**config.mk**
```make
export PLATFORM = sky130hd
export DESIGN_NAME = mac_tx_arbiter
export DESIGN_NICKNAME = d
export VERILOG_FILES = /design/src/rtl/mac_tx_arbiter.sv
export SDC_FILE = /design/constraint.sdc
export NUM_CORES = 1
export LEC_CHECK = 0
export CAP_MARGIN = 20
export CORE_MARGIN = 4
export CORE_UTILIZATION = 50
export DETAILED_ROUTE_END_ITERATION = 10
export HOLD_SLACK_MARGIN = 0.02
export PLACE_DENSITY_LB_ADDON = 0.12
export SYNTH_ARGS = -nofsm -noshare
export SYNTH_HDL_FRONTEND = slang
export SYNTH_SLANG_ARGS = --single-unit
export TNS_END_PERCENT = 30
```
**constraint.sdc**
```tcl
create_clock -name tx_clk -period 3.4 [get_ports tx_clk]
set_clock_uncertainty 0.15 [all_clocks]
set_input_delay 0.51 -clock tx_clk [delete_from_list [all_inputs] [get_ports tx_clk]]
set_output_delay 0.51 -clock tx_clk [all_outputs]
set_load 0.02 [all_outputs]
```
**src/rtl/mac_tx_arbiter.sv**
```systemverilog
// mac_tx_arbiter: shares one MAC transmit byte interface between two frame sources.
//
// Round-robin arbitration at frame granularity. A granted source owns the MAC until
// its frame ends. The block enforces an inter-frame gap, aborts a grant the MAC never
// acknowledges, drives the MAC configuration pins and reports completed frames.
//
// Parameters:
//   IFG_CYCLES   idle cycles forced between frames (1..255)
//   ACK_TIMEOUT  max cycles waiting for mac_tx_ack before abort (1..65535)
//
// Ports:
//   tx_clk, reset                     clock, synchronous active-high reset
//   conf_tx_en                        MAC TX enable, 1 from the first idle cycle
//   conf_tx_jumbo_en, conf_tx_no_gen_crc  tied low
//   reqN_data/reqN_dvld               source N byte and frame valid
//   reqN_ack/reqN_abort               MAC ack forwarded to source N, abort pulse
//   mac_tx_data/mac_tx_dvld/mac_tx_ack  MAC byte interface
//   frame_sent/frame_src              completion pulse and source of last frame
//
// Optional build macro MAC_TX_ARB_STATS_EN adds saturating 16-bit counters
// stat_frames0, stat_frames1 (completed frames per source) and stat_aborts.

module mac_tx_arbiter #(
   parameter int unsigned IFG_CYCLES  = 12,
   parameter int unsigned ACK_TIMEOUT = 1000
) (
   input  logic       tx_clk,
   input  logic       reset,
   output logic       conf_tx_en,
   output logic       conf_tx_jumbo_en,
   output logic       conf_tx_no_gen_crc,
   input  logic [7:0] req0_data,
   input  logic       req0_dvld,
   output logic       req0_ack,
   output logic       req0_abort,
   input  logic [7:0] req1_data,
   input  logic       req1_dvld,
   output logic       req1_ack,
   output logic       req1_abort,
   output logic [7:0] mac_tx_data,
   output logic       mac_tx_dvld,
   input  logic       mac_tx_ack,
   output logic       frame_sent,
   output logic       frame_src
`ifdef MAC_TX_ARB_STATS_EN
   ,
   output logic [15:0] stat_frames0,
   output logic [15:0] stat_frames1,
   output logic [15:0] stat_aborts
`endif
);

   typedef enum logic [2:0] {
      StReset   = 3'd0,
      StIdle    = 3'd1,
      StWaitAck = 3'd2,
      StXfer    = 3'd3,
      StAbort   = 3'd4,
      StIfg     = 3'd5
   } state_e;

   localparam logic [15:0] IfgLast = 16'(IFG_CYCLES - 1);
   localparam logic [15:0] AckLast = 16'(ACK_TIMEOUT - 1);

   state_e      state_q, state_d;
   logic        grant_q, grant_d;
   logic        rr_q, rr_d;
   logic [15:0] cnt_q, cnt_d;
   logic        conf_q, conf_d;
   logic        sent_q, sent_d;
   logic        src_q, src_d;
   // Per source: dvld seen low since its last grant, so a stale frame is never re-granted.
   logic [1:0]  low_seen_q, low_seen_d;

   logic [1:0]  dvld_vec;
   logic [1:0]  elig;
   logic        g_dvld;
   logic        active;

   assign dvld_vec = {req1_dvld, req0_dvld};
   assign elig     = dvld_vec & low_seen_q;
   assign g_dvld   = grant_q ? req1_dvld : req0_dvld;
   assign active   = (state_q == StWaitAck) || (state_q == StXfer);

   always_comb begin
      state_d    = state_q;
      grant_d    = grant_q;
      rr_d       = rr_q;
      cnt_d      = cnt_q;
      conf_d     = 1'b1;
      sent_d     = 1'b0;
      src_d      = src_q;
      low_seen_d = low_seen_q | ~dvld_vec;
      unique case (state_q)
         StReset: state_d = StIdle;
         StIdle: begin
            if (|elig) begin
               // Both eligible: rr pointer decides; otherwise the single requester.
               grant_d             = (&elig) ? rr_q : elig[1];
               low_seen_d[grant_d] = 1'b0;
               cnt_d               = 16'd0;
               state_d             = StWaitAck;
            end
         end
         StWaitAck: begin
            if (!g_dvld) begin
               state_d = StIfg;
               cnt_d   = 16'd0;
            end else if (mac_tx_ack) begin
               // Ack wins over a coincident timeout.
               state_d = StXfer;
               cnt_d   = 16'd0;
            end else if (cnt_q == AckLast) begin
               state_d = StAbort;
               src_d   = grant_q;
               rr_d    = ~grant_q;
            end else begin
               cnt_d = cnt_q + 16'd1;
            end
         end
         StXfer: begin
            if (!g_dvld) begin
               state_d = StIfg;
               cnt_d   = 16'd0;
               sent_d  = 1'b1;
               src_d   = grant_q;
               rr_d    = ~grant_q;
            end
         end
         StAbort: begin
            state_d = StIfg;
            cnt_d   = 16'd0;
         end
         StIfg: begin
            if (cnt_q == IfgLast) begin
               state_d = StIdle;
               cnt_d   = 16'd0;
            end else begin
               cnt_d = cnt_q + 16'd1;
            end
         end
         default: state_d = StIdle;
      endcase
   end

   always_ff @(posedge tx_clk) begin
      if (reset) begin
         state_q    <= StReset;
         grant_q    <= 1'b0;
         rr_q       <= 1'b0;
         cnt_q      <= 16'd0;
         conf_q     <= 1'b0;
         sent_q     <= 1'b0;
         src_q      <= 1'b0;
         low_seen_q <= 2'b11;
      end else begin
         state_q    <= state_d;
         grant_q    <= grant_d;
         rr_q       <= rr_d;
         cnt_q      <= cnt_d;
         conf_q     <= conf_d;
         sent_q     <= sent_d;
         src_q      <= src_d;
         low_seen_q <= low_seen_d;
      end
   end

   always_comb begin
      mac_tx_dvld = active & g_dvld;
      mac_tx_data = 8'd0;
      if (active) begin
         mac_tx_data = grant_q ? req1_data : req0_data;
      end
      req0_ack   = active & ~grant_q & mac_tx_ack;
      req1_ack   = active & grant_q & mac_tx_ack;
      req0_abort = (state_q == StAbort) & ~grant_q;
      req1_abort = (state_q == StAbort) & grant_q;
   end

   assign conf_tx_en         = conf_q;
   assign conf_tx_jumbo_en   = 1'b0;
   assign conf_tx_no_gen_crc = 1'b0;
   assign frame_sent         = sent_q;
   assign frame_src          = src_q;

`ifdef MAC_TX_ARB_STATS_EN
   logic [15:0] stat_f0_q, stat_f1_q, stat_ab_q;

   always_ff @(posedge tx_clk) begin
      if (reset) begin
         stat_f0_q <= 16'd0;
         stat_f1_q <= 16'd0;
         stat_ab_q <= 16'd0;
      end else begin
         if (sent_q && !src_q && (stat_f0_q != 16'hFFFF)) stat_f0_q <= stat_f0_q + 16'd1;
         if (sent_q && src_q && (stat_f1_q != 16'hFFFF))  stat_f1_q <= stat_f1_q + 16'd1;
         if ((state_q == StAbort) && (stat_ab_q != 16'hFFFF)) stat_ab_q <= stat_ab_q + 16'd1;
      end
   end

   assign stat_frames0 = stat_f0_q;
   assign stat_frames1 = stat_f1_q;
   assign stat_aborts  = stat_ab_q;
`endif

endmodule

```
==> impl_metrics.ini, run 1 <==
[timing]
tns_ns = 0
rsz0062_at_grt = no
post-route-min-period_ns = 2.83
setup_ws_ns = 0.573
slew_viol_final = 0
setup_viol = 0
worst_pin_slew_ns = 0.567
hold_viol = 0
fmax_mhz = 354
timing.final.crit_share = 0.832
slew-limit-headroom = 0.622

[min_path]
min_from = frame_src
min_path_type = flop to flop
hold_depth = 2

[floorplan]
core_area_um2 = 2850
start_util = 0.542
die_h_um = 63.6
row_count = 19
die_area_um2 = 4040
pin_count = 39
die_w_um = 63.6

[logic_synthesis]
synth_area_leaders = dfxtp_1 (34%), nor2_1 (7.5%), mux2i_1 (7.1%)
ys_async_sr_fraction = 0
synth_top_area_frac = 0.337
ys_seq_area_frac = 0.337
netlist_area_um2 = 1550
ys_ff_latch = 26
synth_cells = 187
avgSynthCellArea_um2 = 8.26
ys_warn_count = 0
synth_top_area_cell = dfxtp_1
ys.flop_type = dfxtp_1
synth_cell_types = 45
synth-edff-count = 0

[run]
maxCapViolations = 0

[cts]
holdBufCountCts = 0
worstSkewPairLatency_ns = 0.33
clockRootBuffer = clkbuf_4
cts_tree = yes
cts_inserted_buffers = 3
postCtsSetupRepairBufs = 0
ctsResizeCount = 0
clk_pin_slew_worst_paths_ns = 0.13
clock-sinks = 26
clockBufferDepth = 2
htree_levels = 1

[critical_path]
critPathRequiredTime_ns = 2.74
cp_max_fo = 9
crit_type = flop to output pin
critPathLaunch = grant_q
r2r_start = grant_q
r2r_cells = 7
start_kind = flop
crit_arrival_ns = 2.17
end_kind = output pin

[layout]
finalCoreUtilization = 0.674
diodes = 0
fillers = 243
multi_input_area_um2 = 958
nNetsFinal = 242
stdcell_area_um2 = 1920
layout_common_cells = clkdlybuf4s50_1 (36), nor2_1 (31), dfxtp_1 (26)
synthToLayoutAreaGrowth_pct = 24.5
final_common_cell = clkdlybuf4s50_1
drive_gt1_frac = 0.0550
regArea_um2 = 520

[drt]
drc_errors = 0
routedWlPerCell_um = 14.7
drt-vias-per-instance = 5.92
vias = 1473
wl_um = 3650
drtPass1Iterations = 4
drtAntennaViolNets = 0
drtIter0Drc = 101

[power]
ir_worst_vdd_uv = 188
p_per_area_nw_per_um2 = 413
p_leak_nw = 0.685
p_total_mw = 0.794

[placement]
pre_cts_ws_ns = 0.475
io_buffers = 36
hpwl_um = 2810
gp_congestion = 0.864
dpl_cell_area_um2 = 1900

[run_status]
status = completed

[grt]
track_usage = 0.190
grt_pass1_vias = 1483
antenna_found_initial = 0
overflow = 0
grt_pass1_wl_um = 6320
grt_max_degree = 14
## cell type report
class,count,share of cell area
timing repair buffer,37,0.191
multi-input combinational,148,0.498
clock buffer,3,0.0117
inverter,4,0.00781
tap,31,0.0202
sequential,26,0.271
## cells in the mapped netlist (2+ instances only)
cell type  count
a21oi_1        7
a31oi_1        2
and2_1         4
and3_1         4
and4_1         3
buf_2          2
buf_4          2
clkbuf_1       5
dfxtp_1       26
inv_1          4
mux2i_1       11
nand2_1       11
nand3_1       12
nand3b_1       3
nand4_1        5
nor2_1        31
nor3_1         6
nor4_1         3
nor4_2         2
o21ai_0        6
o41ai_1        2
or4b_1         3
xor2_1        11
## kinds of logic after synthesis
logic type               count (synthesis)  share of synthesized area
XOR/XNOR                                11                     0.0623
multiplexers                            14                     0.0972
AO/OA/AOI/OAI                           23                     0.0988
flip-flops                              26                      0.337
AND/OR/NAND/NOR                         97                      0.349
adder cells (fa/ha/maj)                  1                    0.00810
buffers and inverters                   14                     0.0453
other                                    1                    0.00243
## metal layers
layer	share of wire	track usage	wire length, µm	vias up
li1	-	-	-	738
met1	0.46	0.243	1670	674
met2	0.46	0.306	1690	56
met3	0.068	0.0515	249	5
met4	0.011	0.0647	40	0
met5	0	0	0	-
## final timing paths
kind / end / slack, ns
worst min register to register: frame_src / 0.32
worst max register to register: cnt_q[13] / 0.82
worst min-delay path: frame_src / 0.32
worst max-delay path: mac_tx_dvld / 0.57
## power by group
part	total (mW)	internal [mW]	leakage (nW)	switching [mW]
Clock	0.133	0.0418	0.0138	0.0913
Sequential	0.356	0.324	0.211	0.0321
Combinational	0.305	0.128	0.460	0.177
Total	0.794	0.493	0.685	0.300
## flip-flops by register name, summed over array words and instances, names as in the netlist
register / count
cnt_q: 16
state_q: 3
low_seen_q: 2
conf_tx_en: 1
frame_sent: 1
frame_src: 1
grant_q: 1
rr_q: 1
## per-stage QoR
stage | instances | hold WS, ns
2_1_floorplan | 188 | 0.299
3_3_place_gp | 246 | 0.295
3_5_place_dp | 246 | 0.305
4_1_cts | 249 | 0.324
5_1_grt | 249 | 0.345
6_report | 249 | 0.322
## worst max-delay path, cell delays in order (launching register included)
cell and delay (ns):
dfxtp_1 0.49, buf_4 0.26, mux2i_2 0.41, nor2_1 0.10, clkdlybuf4s50_1 0.57
(Power assumes the default switching activity.)
==> run 2: changes to the inputs <==
CORE_UTILIZATION = 44   (was 50)
clock period = 2.6 ns   (was 3.4 ns; I/O delays follow)
==> run 2 against run 1 <==
  * Via count rose by 0.41%
  * Power rose by 47%
  * Routed wire length rose by 4.9%
  * Setup slack got worse by 0.47 ns
  * Critical path depth fell by 1
  * First-iteration DRC count fell by 50%
  * Critical path type unchanged
  * Largest cell class unchanged
  * Highest routed layer unchanged
==> impl_metrics.ini, run 2 (synthesis gave the netlist of run 1 again) <==
[layout]
layout_common_cells = clkdlybuf4s50_1 (36), nor2_1 (31), dfxtp_1 (25)
synthToLayoutAreaGrowth_pct = 31.0
largestRegisters = cnt_q x16, state_q x3, low_seen_q x2
largest_register_ffs = 16
final_common_cell = clkdlybuf4s50_1
nNetsFinal = 248
stdcell_count = 271
top_register = cnt_q
diodes = 0
drive_gt1_frac = 0.0978

[critical_path]
crit_type = flop to output pin
critPathRequiredTime_ns = 2.06
crit_arrival_ns = 1.96
end_kind = output pin
path_delay_family = buffers and inverters
cpMaxStageDelayCell = clkdlybuf4s50_1
slowest_delay_ns = 0.59
start_kind = flop
crit_buf_inv = 1
cp_max_fo = 8
path_cells = nor3b_1 > and2_1 > clkdlybuf4s50_1

[timing]
worst_pin_slew_ns = 0.495
tns_ns = 0
timing.final.crit_share = 0.960
rsz0062_at_grt = yes
post-route-min-period_ns = 2.50
fmax_mhz = 401
hold_viol = 0
slew-limit-headroom = 0.667
setup_viol = 0
slew_viol_final = 0
worst_hold_slack_ns = 0.327

[floorplan]
pin_count = 39
row_count = 21
start_util = 0.459
die_area_um2 = 4520
die_w_um = 67.3
die_h_um = 67.3
core_area_um2 = 3360

[cts]
cts_tree = yes
holdBufCountCts = 0
postCtsSetupRepairBufs = 0
clockRootBuffer = clkbuf_4
clk_pin_slew_worst_paths_ns = 0.15
clock-sinks = 26
clockBufferDepth = 2
cts_inserted_buffers = 3
worstSkewPairLatency_ns = 0.33
htree_levels = 1

[drt]
drtAntennaViolNets = 0
drc_errors = 0
wl_um = 3830
drt-vias-per-instance = 5.46
drtPass1Iterations = 4
vias = 1479
drtIter0Drc = 50
routedWlPerCell_um = 14.1

[power]
ir_worst_vdd_uv = 458
p_leak_nw = 0.730
p_per_area_nw_per_um2 = 576

[grt]
antenna_found_initial = 0
grt_pass1_wl_um = 6330
overflow = 0
grt_max_degree = 16
grt_pass1_vias = 1407
track_usage = 0.181

[run]
maxCapViolations = 0

[placement]
dp_cells = 267
hpwl_um = 2920
gp_congestion = 0.825
io_buffers = 36

[min_path]
min_path_type = flop to flop

[run_status]
status = completed
==> run 2: worst paths after layout <==
kind,cells after the start,slack (ns),end,startpoint
worst max-delay path,3,0.10,req0_abort,state_q[2]
worst min-delay path,2,0.33,frame_src,frame_src
worst max register to register,7,0.22,cnt_q[12],cnt_q[0]
worst min register to register,2,0.33,frame_src,frame_src
==> run 2: timing repair <==
item	4_1_cts	5_1_grt
endpoints found under the hold margin	0	0
gates resized for setup	1	2
endpoints found under the setup margin	3	14
==> run 2: metrics by stage <==
step / util / setup slack [ns] / cell area (µm²) / total power [mW]
global route: 0.602 / -0.0390 / 2020 / 1.23
detailed placement: 0.584 / 0.0514 / 1960 / 0.888
CTS: 0.600 / 0.0741 / 2020 / 1.17
global placement: 0.584 / 0.0995 / 1960 / 0.875
floorplan: - / 0.394 / 1550 / 0.738
finish: 0.602 / 0.103 / 2020 / 1.17
==> run 2: worst register-to-register path, stage by stage (launching register included) <==
cell     delay [ns]
dfxtp_1        0.42
ha_1           0.23
and4b_1        0.21
nand4_1        0.20
or4b_4         0.69
nand2_4        0.16
o21ai_0        0.11
a21oi_1        0.13
==> run 2: area by class of cell <==
cell class / instances / area [µm²]
repair buffers: 43 / 413
well taps: 46 / 57.6
clock inverters: 1 / 30.0
flip-flops and latches: 26 / 522
fillers: 338 / 1340
clock buffers: 3 / 22.5
inverters: 4 / 15.0
multi-input cells: 148 / 965
==> run 2: routing by layer <==
layer,wire [µm],part of all wire,track usage
met1,1680,0.44,0.220
met2,2010,0.53,0.318
met3,102,0.027,0.0383
met4,38,0.0099,0.0532
met5,0,0,0
==> run 2: report_power, final <==
group / internal (mW) / switching, mW / leakage [nW] / total (mW)
combinational: 0.184 / 0.234 / 0.491 / 0.418
sequential: 0.424 / 0.0405 / 0.211 / 0.465
clock: 0.156 / 0.127 / 0.0279 / 0.283
total: 0.764 / 0.401 / 0.730 / 1.17
==> run 3: changes to the inputs <==
CTS_CLUSTER_DIAMETER = 200   (was default)
MAX_ROUTING_LAYER = met4   (was default)
==> run 3 against run 2 <==
  * First-iteration DRC count increased by 6.0%
  * Non-clock buffer count unchanged
  * Fmax about the same
  * Critical path depth unchanged
  * Global-route usage increased by 0.52 points
  * Critical path type unchanged
  * Highest routed layer unchanged
==> impl_metrics.ini, run 3 (synthesis gave the netlist of run 1 again) <==
[cts]
htree_levels = 1
cts_inserted_buffers = 3
clock-sinks = 26
clk_pin_slew_worst_paths_ns = 0.15
clockRootBuffer = clkbuf_4
cts_tree = yes
holdBufCountCts = 0
worstSkewPairLatency_ns = 0.33
clockBufferDepth = 2

[power]
p_leak_nw = 0.730
ir_worst_vdd_uv = 460
p_total_mw = 1.17
p_per_area_nw_per_um2 = 576

[layout]
largest_register_ffs = 16
fillers = 338
top_register = cnt_q
synthToLayoutAreaGrowth_pct = 31.0
diodes = 0
largestRegisters = cnt_q x16, state_q x3, low_seen_q x2
drive_gt1_frac = 0.0978
layout_common_cells = clkdlybuf4s50_1 (36), nor2_1 (31), dfxtp_1 (25)
nNetsFinal = 248
final_common_cell = clkdlybuf4s50_1

[critical_path]
r2r_start = cnt_q[0]
slowest_delay_ns = 0.59
crit_type = flop to output pin
r2r_cells = 7
end_kind = output pin
critPathLaunch = state_q[2]
start_kind = flop
crit_arrival_ns = 1.96
reg2reg_setup_slack_ns = 0.22
cpMaxStageDelayCell = clkdlybuf4s50_1
reg2reg_to = cnt_q[12]
cp_max_fo = 8
critPathRequiredTime_ns = 2.06
path_cells = nor3b_1 > and2_1 > clkdlybuf4s50_1

[floorplan]
row_count = 21
start_util = 0.459
die_h_um = 67.3
die_area_um2 = 4520
pin_count = 39
die_w_um = 67.3
core_area_um2 = 3360

[timing]
tns_ns = 0
setup_viol = 0
timing.final.crit_share = 0.960
fmax_mhz = 401
slew_viol_final = 0
rsz0062_at_grt = yes
hold_viol = 0
post-route-min-period_ns = 2.50
slew-limit-headroom = 0.667
worst_pin_slew_ns = 0.495

[grt]
track_usage = 0.186
overflow = 0
grt_max_degree = 16
grt_pass1_wl_um = 6330
antenna_found_initial = 0
grt_pass1_vias = 1410

[min_path]
min_from = frame_src
min_path_type = flop to flop
hold_depth = 2
holdPathEnd = frame_src

[run]
maxCapViolations = 0

[drt]
drtIter0Drc = 53
wl_um = 3830
drtAntennaViolNets = 0
routedWlPerCell_um = 14.1
drc_errors = 0
vias = 1484
drtPass1Iterations = 4
drt-vias-per-instance = 5.48

[placement]
hpwl_um = 2920
io_buffers = 36
gp_congestion = 0.837

[run_status]
status = completed
## run 3: timing repair
item,CTS,global route
endpoints found under the setup margin,3,14
setup buffers,0,0
resized for setup,1,2
hold endpoints to repair,0,0
## run 3: how the worst max path moves through the flow
stage | to | slack [ns] | cells after the start
4_1_cts | req0_abort | 0.07 | 3
5_1_grt | req0_abort | -0.04 | 3
3_5_place_dp | cnt_q[12] | 0.05 | 7
3_3_place_gp | cnt_q[12] | 0.1 | 7
6_report | req0_abort | 0.10 | 3
2_1_floorplan | cnt_q[7] | 0.39 | 7
## run 3: through the flow
step	util	area [µm²]	hold WS (ns)	std cells	setup slack [ns]
detailed placement	0.584	1960	0.305	267	0.0514
global route	0.602	2020	0.366	271	-0.0389
finish	0.602	2020	0.327	271	0.104
floorplan	-	1550	0.299	188	0.394
global placement	0.584	1960	0.302	267	0.0995
CTS	0.600	2020	0.323	271	0.0741
## run 3: area by class of cell
| class | instances | area (µm²) | area share |
|---|---|---|---|
| Multi-Input combinational cell | 148 | 965 | 0.477 |
| Sequential cell | 26 | 522 | 0.258 |
| Timing Repair Buffer | 43 | 413 | 0.204 |
| Tap cell | 46 | 57.6 | 0.0284 |
| Clock inverter | 1 | 30.0 | 0.0148 |
| Clock buffer | 3 | 22.5 | 0.0111 |
| Inverter | 4 | 15.0 | 0.00742 |
## run 3: critical path: cells and delay by family (launching register included)
kind / cells / cell delay (ns)
buffers and inverters: 1 / 0.59
DFF: 1 / 0.49
and+or+nand+nor: 2 / 0.54
## run 3: layer usage
metal | vias to the layer above | wire (µm) | track usage
met5 | - | 0 | -
met4 | 0 | 40 | 0.0532
met3 | 4 | 80 | 0.0349
met2 | 20 | 2010 | 0.318
met1 | 715 | 1700 | 0.222
li1 | 745 | - | -
## run 3: power breakdown
| part | switching [mW] | internal (mW) | leakage, nW |
|---|---|---|---|
| combinational | 0.235 | 0.184 | 0.491 |
| clock | 0.127 | 0.156 | 0.0279 |
| sequential | 0.0405 | 0.424 | 0.211 |
| total | 0.402 | 0.764 | 0.730 |
==> RTL change: new RTL, settings of run 3 <==
The 6 states of `state_e` get a one-hot encoding in 6 bits.
--- a/src/rtl/mac_tx_arbiter.sv
+++ b/src/rtl/mac_tx_arbiter.sv
@@ -50,13 +50,13 @@
 `endif
 );
 
-   typedef enum logic [2:0] {
-      StReset   = 3'd0,
-      StIdle    = 3'd1,
-      StWaitAck = 3'd2,
-      StXfer    = 3'd3,
-      StAbort   = 3'd4,
-      StIfg     = 3'd5
+   typedef enum logic [5:0] {
+      StReset   = 6'b000001,
+      StIdle    = 6'b000010,
+      StWaitAck = 6'b000100,
+      StXfer    = 6'b001000,
+      StAbort   = 6'b010000,
+      StIfg     = 6'b100000
    } state_e;
 
    localparam logic [15:0] IfgLast = 16'(IFG_CYCLES - 1);
Behaviour: same outputs for any inputs over 10 cycles, from zero or initial values and one cycle with reset high; not proved beyond that.
==> RTL change against run 3 <==
Cell area increased by 16%. Critical endpoint is now mac_tx_data[4]. Worst setup slack got worse by 0.044 ns. Final cell count increased by 15%. Sequential cell count rose by 3. Area after synthesis grew 18%. Wire length is 25% higher. Count of clock-buffer cells in the layout rose by 4. Register-to-register slack got worse by 0.07 ns.
Power is not compared: it rests on default switching activity, and its combinational part moved more than twofold at a synthesized area within 25%.
==> RTL change: results <==
run_status:
  status: "complete, no violations"
finish:
  top_regs: "cnt_q (16), state_q (6), low_seen_q (2)"
  fillCellCount: 381
  nNetsFinal: 285
grt:
  grtUsageMet3_pct: 5.26
  grt_pass1_vias: 1624
  grtUsageMet2_pct: 29.1
  grt_first_pass_wirelength_mm: 7.89
  grt_max_degree: 23
  grtUsageTotal_pct: 19.7
route:
  route.vias.total: 1772
  wl_met3_microns: 246
  dr_wl_met2_mm: 2.09
  drt_iter0_drc: 134
worst_setup_path:
  slowest_stage: "or4_4"
  arrival_ns: 2.00
  regToRegStartpoint: "state_q[5]"
  rrSetupSlack_ns: 0.15
  r2r-end: "cnt_q[2]"
cts:
  cts_resized: 24
  h-tree-depth: 2
logic_synthesis:
  ys_seq_area_share_pct: 31.7
  yosysUniqueCellTypes: 52
timing:
  slew_headroom_pct: 58.8
  holdWs_ns: 0.345
placement:
  place_hpwl_mm: 3.62
  gp_congestion: 0.830
## RTL change: final cells by class
| class | instances | share of cell area [%] |
|---|---|---|
| clock buffers | 7 | 3.68 |
| well taps | 50 | 2.67 |
| repair buffers | 49 | 19.2 |
| multi-input cells | 170 | 48.4 |
| flip-flops and latches | 29 | 24.8 |
| inverters | 8 | 1.28 |
## RTL change: cells by family after synthesis
| logic type | synth area share [%] |
|---|---|
| AOI/OAI and AO/OA | 19.1 |
| adders and majority gates | 0.683 |
| buffers and inverters | 7.45 |
| DFF | 31.7 |
| muxes | 6.15 |
| other | 0.205 |
| and+or+nand+nor | 34.7 |
## RTL change: through the flow
step           total power (uW)  setup slack (ns)  instances  util [%]
3_3_place_gp                618            0.0322        306      56.8
4_1_cts                     994          0.000157        313      59.2
2_1_floorplan               570             0.198        220         -
5_1_grt                    1040           -0.0159        313      58.6
3_5_place_dp                620           -0.0412        306      56.8
6_report                    986            0.0605        313      58.6
